[config.mk]
export PLATFORM = sky130hd
export DESIGN_NAME = jk_mod_counter
export DESIGN_NICKNAME = d
export VERILOG_FILES = /design/src/rtl/jk_pkg.sv /design/src/rtl/jk_cell.sv /design/src/rtl/jk_mod_counter.sv
export SDC_FILE = /design/constraint.sdc
export NUM_CORES = 1
export LEC_CHECK = 0
export ABC_AREA = 0
export CORE_AREA = 5 5 42 44
export DETAILED_ROUTE_END_ITERATION = 7
export DIE_AREA = 0 0 47 49
export GPL_ROUTABILITY_DRIVEN = 0
export PLACE_DENSITY_LB_ADDON = 0.2
export SLEW_MARGIN = 20
export SYNTH_ARGS = -nofsm -noshare
export SYNTH_HDL_FRONTEND = slang
export SYNTH_SLANG_ARGS = --single-unit
[constraint.sdc]
create_clock -name clk -period 3.1 [get_ports clk]
set_clock_uncertainty 0.1 [all_clocks]
set_input_delay 0.31 -clock clk [delete_from_list [all_inputs] [get_ports clk]]
set_output_delay 0.31 -clock clk [all_outputs]
set_load 0.005 [all_outputs]
[src/rtl/jk_pkg.sv]
// Shared types and helpers for the JK-cell based modulo counter.
package jk_pkg;

    // JK input pair encoding, {J, K}
    typedef enum logic [1:0] {
        JK_HOLD   = 2'b00,
        JK_RESET  = 2'b01,
        JK_SET    = 2'b10,
        JK_TOGGLE = 2'b11
    } jk_op_t;

    // Smallest JK drive that moves a bit from cur to nxt; toggle is never
    // needed because the target value is always known.
    function automatic jk_op_t jk_drive(input logic cur, input logic nxt);
        if (cur == nxt) begin
            return JK_HOLD;
        end else if (nxt) begin
            return JK_SET;
        end else begin
            return JK_RESET;
        end
    endfunction

    // Minimum number of bits able to hold the values 0..modulus-1.
    function automatic int unsigned jk_min_width(input int unsigned modulus);
        if (modulus <= 2) begin
            return 1;
        end else begin
            return $clog2(modulus);
        end
    endfunction

endpackage

[src/rtl/jk_cell.sv]
// Single JK storage bit: falling-edge clock, asynchronous active-low reset.
module jk_cell
    import jk_pkg::*;
#(
    parameter logic RESET_BIT = 1'b0
) (
    input  logic clk,
    input  logic rst,
    input  logic J,
    input  logic K,
    output logic Q,
    output logic nQ
);

    logic   q_q;
    logic   q_d;
    jk_op_t op;

    assign op = jk_op_t'({J, K});

    // Classic JK characteristic: hold, reset, set, toggle
    always_comb begin
        q_d = q_q;
        case (op)
            JK_HOLD:   q_d = q_q;
            JK_RESET:  q_d = 1'b0;
            JK_SET:    q_d = 1'b1;
            JK_TOGGLE: q_d = ~q_q;
            default:   q_d = q_q;
        endcase
    end

    // State bit, updated on the falling clock edge
    always_ff @(negedge clk or negedge rst) begin
        if (!rst) begin
            q_q <= RESET_BIT;
        end else begin
            q_q <= q_d;
        end
    end

    assign Q  = q_q;
    assign nQ = ~q_q;

endmodule

[src/rtl/jk_mod_counter.sv]
// Modulo-MODULUS up/down counter built from WIDTH JK cells.
// Falling-edge clocked, asynchronous active-low reset to RESET_VAL.
// Build option: define JK_COUNTER_SAT_EN to saturate at 0 / MODULUS-1
// instead of wrapping.
module jk_mod_counter
    import jk_pkg::*;
#(
    parameter int WIDTH     = 4,
    parameter int MODULUS   = 10,
    parameter int RESET_VAL = 0
) (
    input  logic             clk,
    input  logic             rst,
    input  logic             en,
    input  logic             up,
    input  logic             load,
    input  logic [WIDTH-1:0] d,
    output logic [WIDTH-1:0] q,
    output logic [WIDTH-1:0] nq,
    output logic             tc
);

    localparam int               MIN_W = int'(jk_min_width(MODULUS));
    localparam logic [WIDTH-1:0] MAX_V = WIDTH'(MODULUS - 1);
    localparam logic [WIDTH-1:0] RST_V = WIDTH'(RESET_VAL);
    localparam logic [WIDTH:0]   MOD_V = (WIDTH + 1)'(MODULUS);

    if (WIDTH < 1) begin : g_bad_width
        $error("jk_mod_counter: WIDTH must be >= 1");
    end
    if (MODULUS < 2 || WIDTH < MIN_W) begin : g_bad_modulus
        $error("jk_mod_counter: MODULUS must satisfy 2 <= MODULUS <= 2**WIDTH");
    end
    if (RESET_VAL < 0 || RESET_VAL >= MODULUS) begin : g_bad_reset
        $error("jk_mod_counter: RESET_VAL must be below MODULUS");
    end

    logic [WIDTH-1:0] cnt_q;
    logic [WIDTH-1:0] cnt_d;
    logic [WIDTH-1:0] ncnt;
    logic             at_max;
    logic             at_zero;

    assign at_max  = (cnt_q == MAX_V);
    assign at_zero = (cnt_q == '0);

    // Next count value: load beats enable beats hold; d only used on load
    always_comb begin
        cnt_d = cnt_q;
        if (load) begin
            cnt_d = ({1'b0, d} < MOD_V) ? d : '0;
        end else if (en) begin
            if (up) begin
                if (at_max) begin
`ifdef JK_COUNTER_SAT_EN
                    cnt_d = cnt_q;
`else
                    cnt_d = '0;
`endif
                end else begin
                    cnt_d = cnt_q + WIDTH'(1);
                end
            end else begin
                if (at_zero) begin
`ifdef JK_COUNTER_SAT_EN
                    cnt_d = cnt_q;
`else
                    cnt_d = MAX_V;
`endif
                end else begin
                    cnt_d = cnt_q - WIDTH'(1);
                end
            end
        end
    end

    // Each bit gets the JK drive that moves it from its present to its next value
    for (genvar gi = 0; gi < WIDTH; gi++) begin : g_bit
        logic [1:0] drv;
        assign drv = jk_drive(cnt_q[gi], cnt_d[gi]);

        jk_cell #(
            .RESET_BIT (RST_V[gi])
        ) u_cell (
            .clk (clk),
            .rst (rst),
            .J   (drv[1]),
            .K   (drv[0]),
            .Q   (cnt_q[gi]),
            .nQ  (ncnt[gi])
        );
    end

    assign q  = cnt_q;
    assign nq = ncnt;
    assign tc = en & ~load & ((up & at_max) | (~up & at_zero));

endmodule

==> results <==
[kinds of logic (layout without fill, tap and decap cells)]
group           count (synthesis)  count (layout)  share of synthesized area [%]
flops                           4               4                           17.2
compound gates                 16              16                           22.6
buf+inv                        16              50                           17.7
simple gates                   17              17                           19.6
mux                             4               4                           7.76
fa+ha+maj                       7               7                           15.1
[repair_timing]
item | 4_1_cts | 5_1_grt
pin swaps | 14 | 9
gates resized for setup | 51 | 7
endpoints found under the setup margin | 13 | 8
buffers inserted | 6 | 4
[synth_stat cells, drive strengths merged (2+ instances only)]
master,count
buf,11
ha,7
inv,5
dfrtn,4
mux2,4
nor2,4
nor3b,3
o31ai,3
a21oi,2
a31oi,2
nand2,2
o21ai,2
[critical path: stages (launching register included)]
cell and delay, ns:
sky130_fd_sc_hd__dfrtn_1 0.41, sky130_fd_sc_hd__inv_2 0.07, sky130_fd_sc_hd__ha_2 0.18, sky130_fd_sc_hd__nand3_1 0.09
sky130_fd_sc_hd__o21ai_1 0.06, sky130_fd_sc_hd__and4bb_2 0.24, sky130_fd_sc_hd__buf_2 0.13
[report_power, final]
group | switching (uW) | leakage (uW) | internal (uW)
sequential | 16.4 | 0.0000524 | 76.5
clock | 20.4 | 0.0000138 | 43.2
combinational | 270 | 0.000408 | 392
total | 306 | 0.000475 | 511
[layer usage]
metal  global-route usage (%)  share of wire, %  vias up
li1                         -                 -      299
met1                     19.0                39      295
met2                     26.5                53       28
met3                     1.48               5.7        8
met4                     9.22               2.7        0
met5                        0                 0        -
[worst max-delay path by stage]
stage	to	slack, ns	cells past startpoint
detailed placement	g_bit[3].u_cell.Q	-0.94	6
finish	tc	-0.28	6
floorplan	g_bit[3].u_cell.Q	-0.43	6
CTS	g_bit[2].u_cell.Q	-0.31	6
global placement	g_bit[3].u_cell.Q	-0.85	6
global route	tc	-0.34	6
[final cells by class]
cell class	count	area (sq um)	area share [%]
repair buffers	42	358	35.2
clock buffers	3	22.5	2.21
multi-input cells	44	498	49.0
inverters	5	18.8	1.85
flip-flops and latches	4	100	9.84
well taps	16	20.0	1.97
[stage by stage]
step	instance area (sq um)	power, uW	cells	setup TNS (ns)
floorplan	601	411	64	-1.53
global placement	823	599	102	-3.83
detailed placement	823	609	102	-4.08
CTS	951	752	110	-1.10
global route	1020	885	114	-1.40
finish	1020	818	114	-1.14
==> impl_metrics.json <==
{
  "outcome": "finished, violations left",
  "failing_checks": "negative setup slack",
  "hold_depth": 2,
  "grt_pass1_vias": 619,
  "placeable_area_sq_mm": 0.00140,
  "power_leakage_uw": 0.000475,
  "max_cap_violations": 0,
  "grt_max_degree": 11,
  "final-setup-viol-count": 6,
  "gr-usage-all-layers_pct": 16.0,
  "synth_top_cells_by_area": "sky130_fd_sc_hd__dfrtn_1, sky130_fd_sc_hd__ha_1, sky130_fd_sc_hd__buf_4, sky130_fd_sc_hd__mux2_2, sky130_fd_sc_hd__o31ai_2",
  "die_area_sq_mm": 0.00230,
  "setup.reg_to_reg.worst_slack_ns": 0.69,
  "worst_ir_drop_vdd_uv": 431,
  "grt_antenna_before_repair": 0,
  "floorplan.rows": 14,
  "gr-total-overflow": 0,
  "count_of_unique_library_cells_instantiated_by_yosys": 30,
  "timing.final.hold_violations": 0,
  "cts_root_buffer": "sky130_fd_sc_hd__clkbuf_4",
  "final_critical_path_setup_slack_ns": -0.281,
  "clock_latency_ns": 0.25,
  "synthesis.instances": 64,
  "final_layout_size_suffix_gt1_share_pct": 61.2,
  "detail_route.wl_per_cell_microns": 15.5,
  "yosys_most_used_dff": "sky130_fd_sc_hd__dfrtn_1",
  "final_cell_mix": "sky130_fd_sc_hd__buf_4, sky130_fd_sc_hd__dlygate4sd2_1, sky130_fd_sc_hd__ha_1",
  "yosysWarnings": 0,
  "ys_seq_area_share_pct": 17.2,
  "placement.setup.worst_slack_ns": -0.943,
  "detail_route.iter0.violations": 20,
  "wire_length_of_the_first_global_routing_pass_microns": 2740,
  "synth_top_cell_area_share_pct": 17.2,
  "asyncSetResetFlopFracSynth_pct": 100,
  "synth_enable_flop_cells": 0,
  "post-synth-top-area-cell": "sky130_fd_sc_hd__dfrtn_1",
  "critPathLaunch": "g_bit[1].u_cell.Q",
  "timing.rr.start": "g_bit[1].u_cell.Q",
  "timing.reg2reg.worst_path_depth": 8,
  "synthesis.area_per_instance_sq_um": 9.07,
  "synth_seq_cells": 4,
  "detail_route.first_pass.iterations": 4,
  "flip_flop_count_of_the_largest_register_after_layout": 4,
  "critical_path.startpoint_type": "register",
  "number_of_hold_buffers_added_after_cts": 0,
  "chipHeight_microns": 49,
  "clock_sinks": 4,
  "vias": 630,
  "grt_setup_unrepaired": "true",
  "hold_path_startpoint": "g_bit[2].u_cell.Q",
  "clk_pin_slew_worst_paths_ns": 0.03,
  "critical_path.max_fanout": 3,
  "route.detailed.drc": 0,
  "ctsHtreeMaxLevel": 1,
  "route.detailed.vias_per_inst": 5.53,
  "clk_path_buf_depth": 2,
  "path_class": "reg -> out",
  "worst-endpoint-required_ns": 2.69,
  "cts_tree": "done",
  "die_width_microns": 47,
  "type_of_the_tightest_min_delay_check": "reg -> reg",
  "n_fill_cell": 116,
  "ios": 18,
  "port_buffers": 17,
  "slew-limit-headroom_pct": 81.1,
  "final_max_slew_viol_count": 0,
  "cts_inserted_buffers": 3,
  "area_delta_synth_final_pct": 75.2,
  "initial_utilization_pct": 41.4,
  "min_delay_worst_endpoint": "g_bit[2].u_cell.Q",
  "final_nets": 116,
  "combined_area_of_all_synthesized_cells_sq_um": 581,
  "worst-slew-pin-transition_ns": 0.283,
  "final.hold.worst_slack_ns": 0.483,
  "place.detailed.hpwl_microns": 1170,
  "layout_commonest_cell": "sky130_fd_sc_hd__buf_4",
  "worstSetupEndpointType": "primary output",
  "crit-reg2reg-capture": "g_bit[2].u_cell.Q",
  "arrival_ns": 2.97,
  "final_core_util_pct": 72.6,
  "p_per_area_mw_per_mm2": 804,
  "route.final.wire_length_microns": 1770,
  "drt.antenna.violating_nets": 0,
  "antenna_cells_inserted": 0,
  "synth_fp_nets": 80
}
Note: power is estimated with default switching activity, not from simulation.
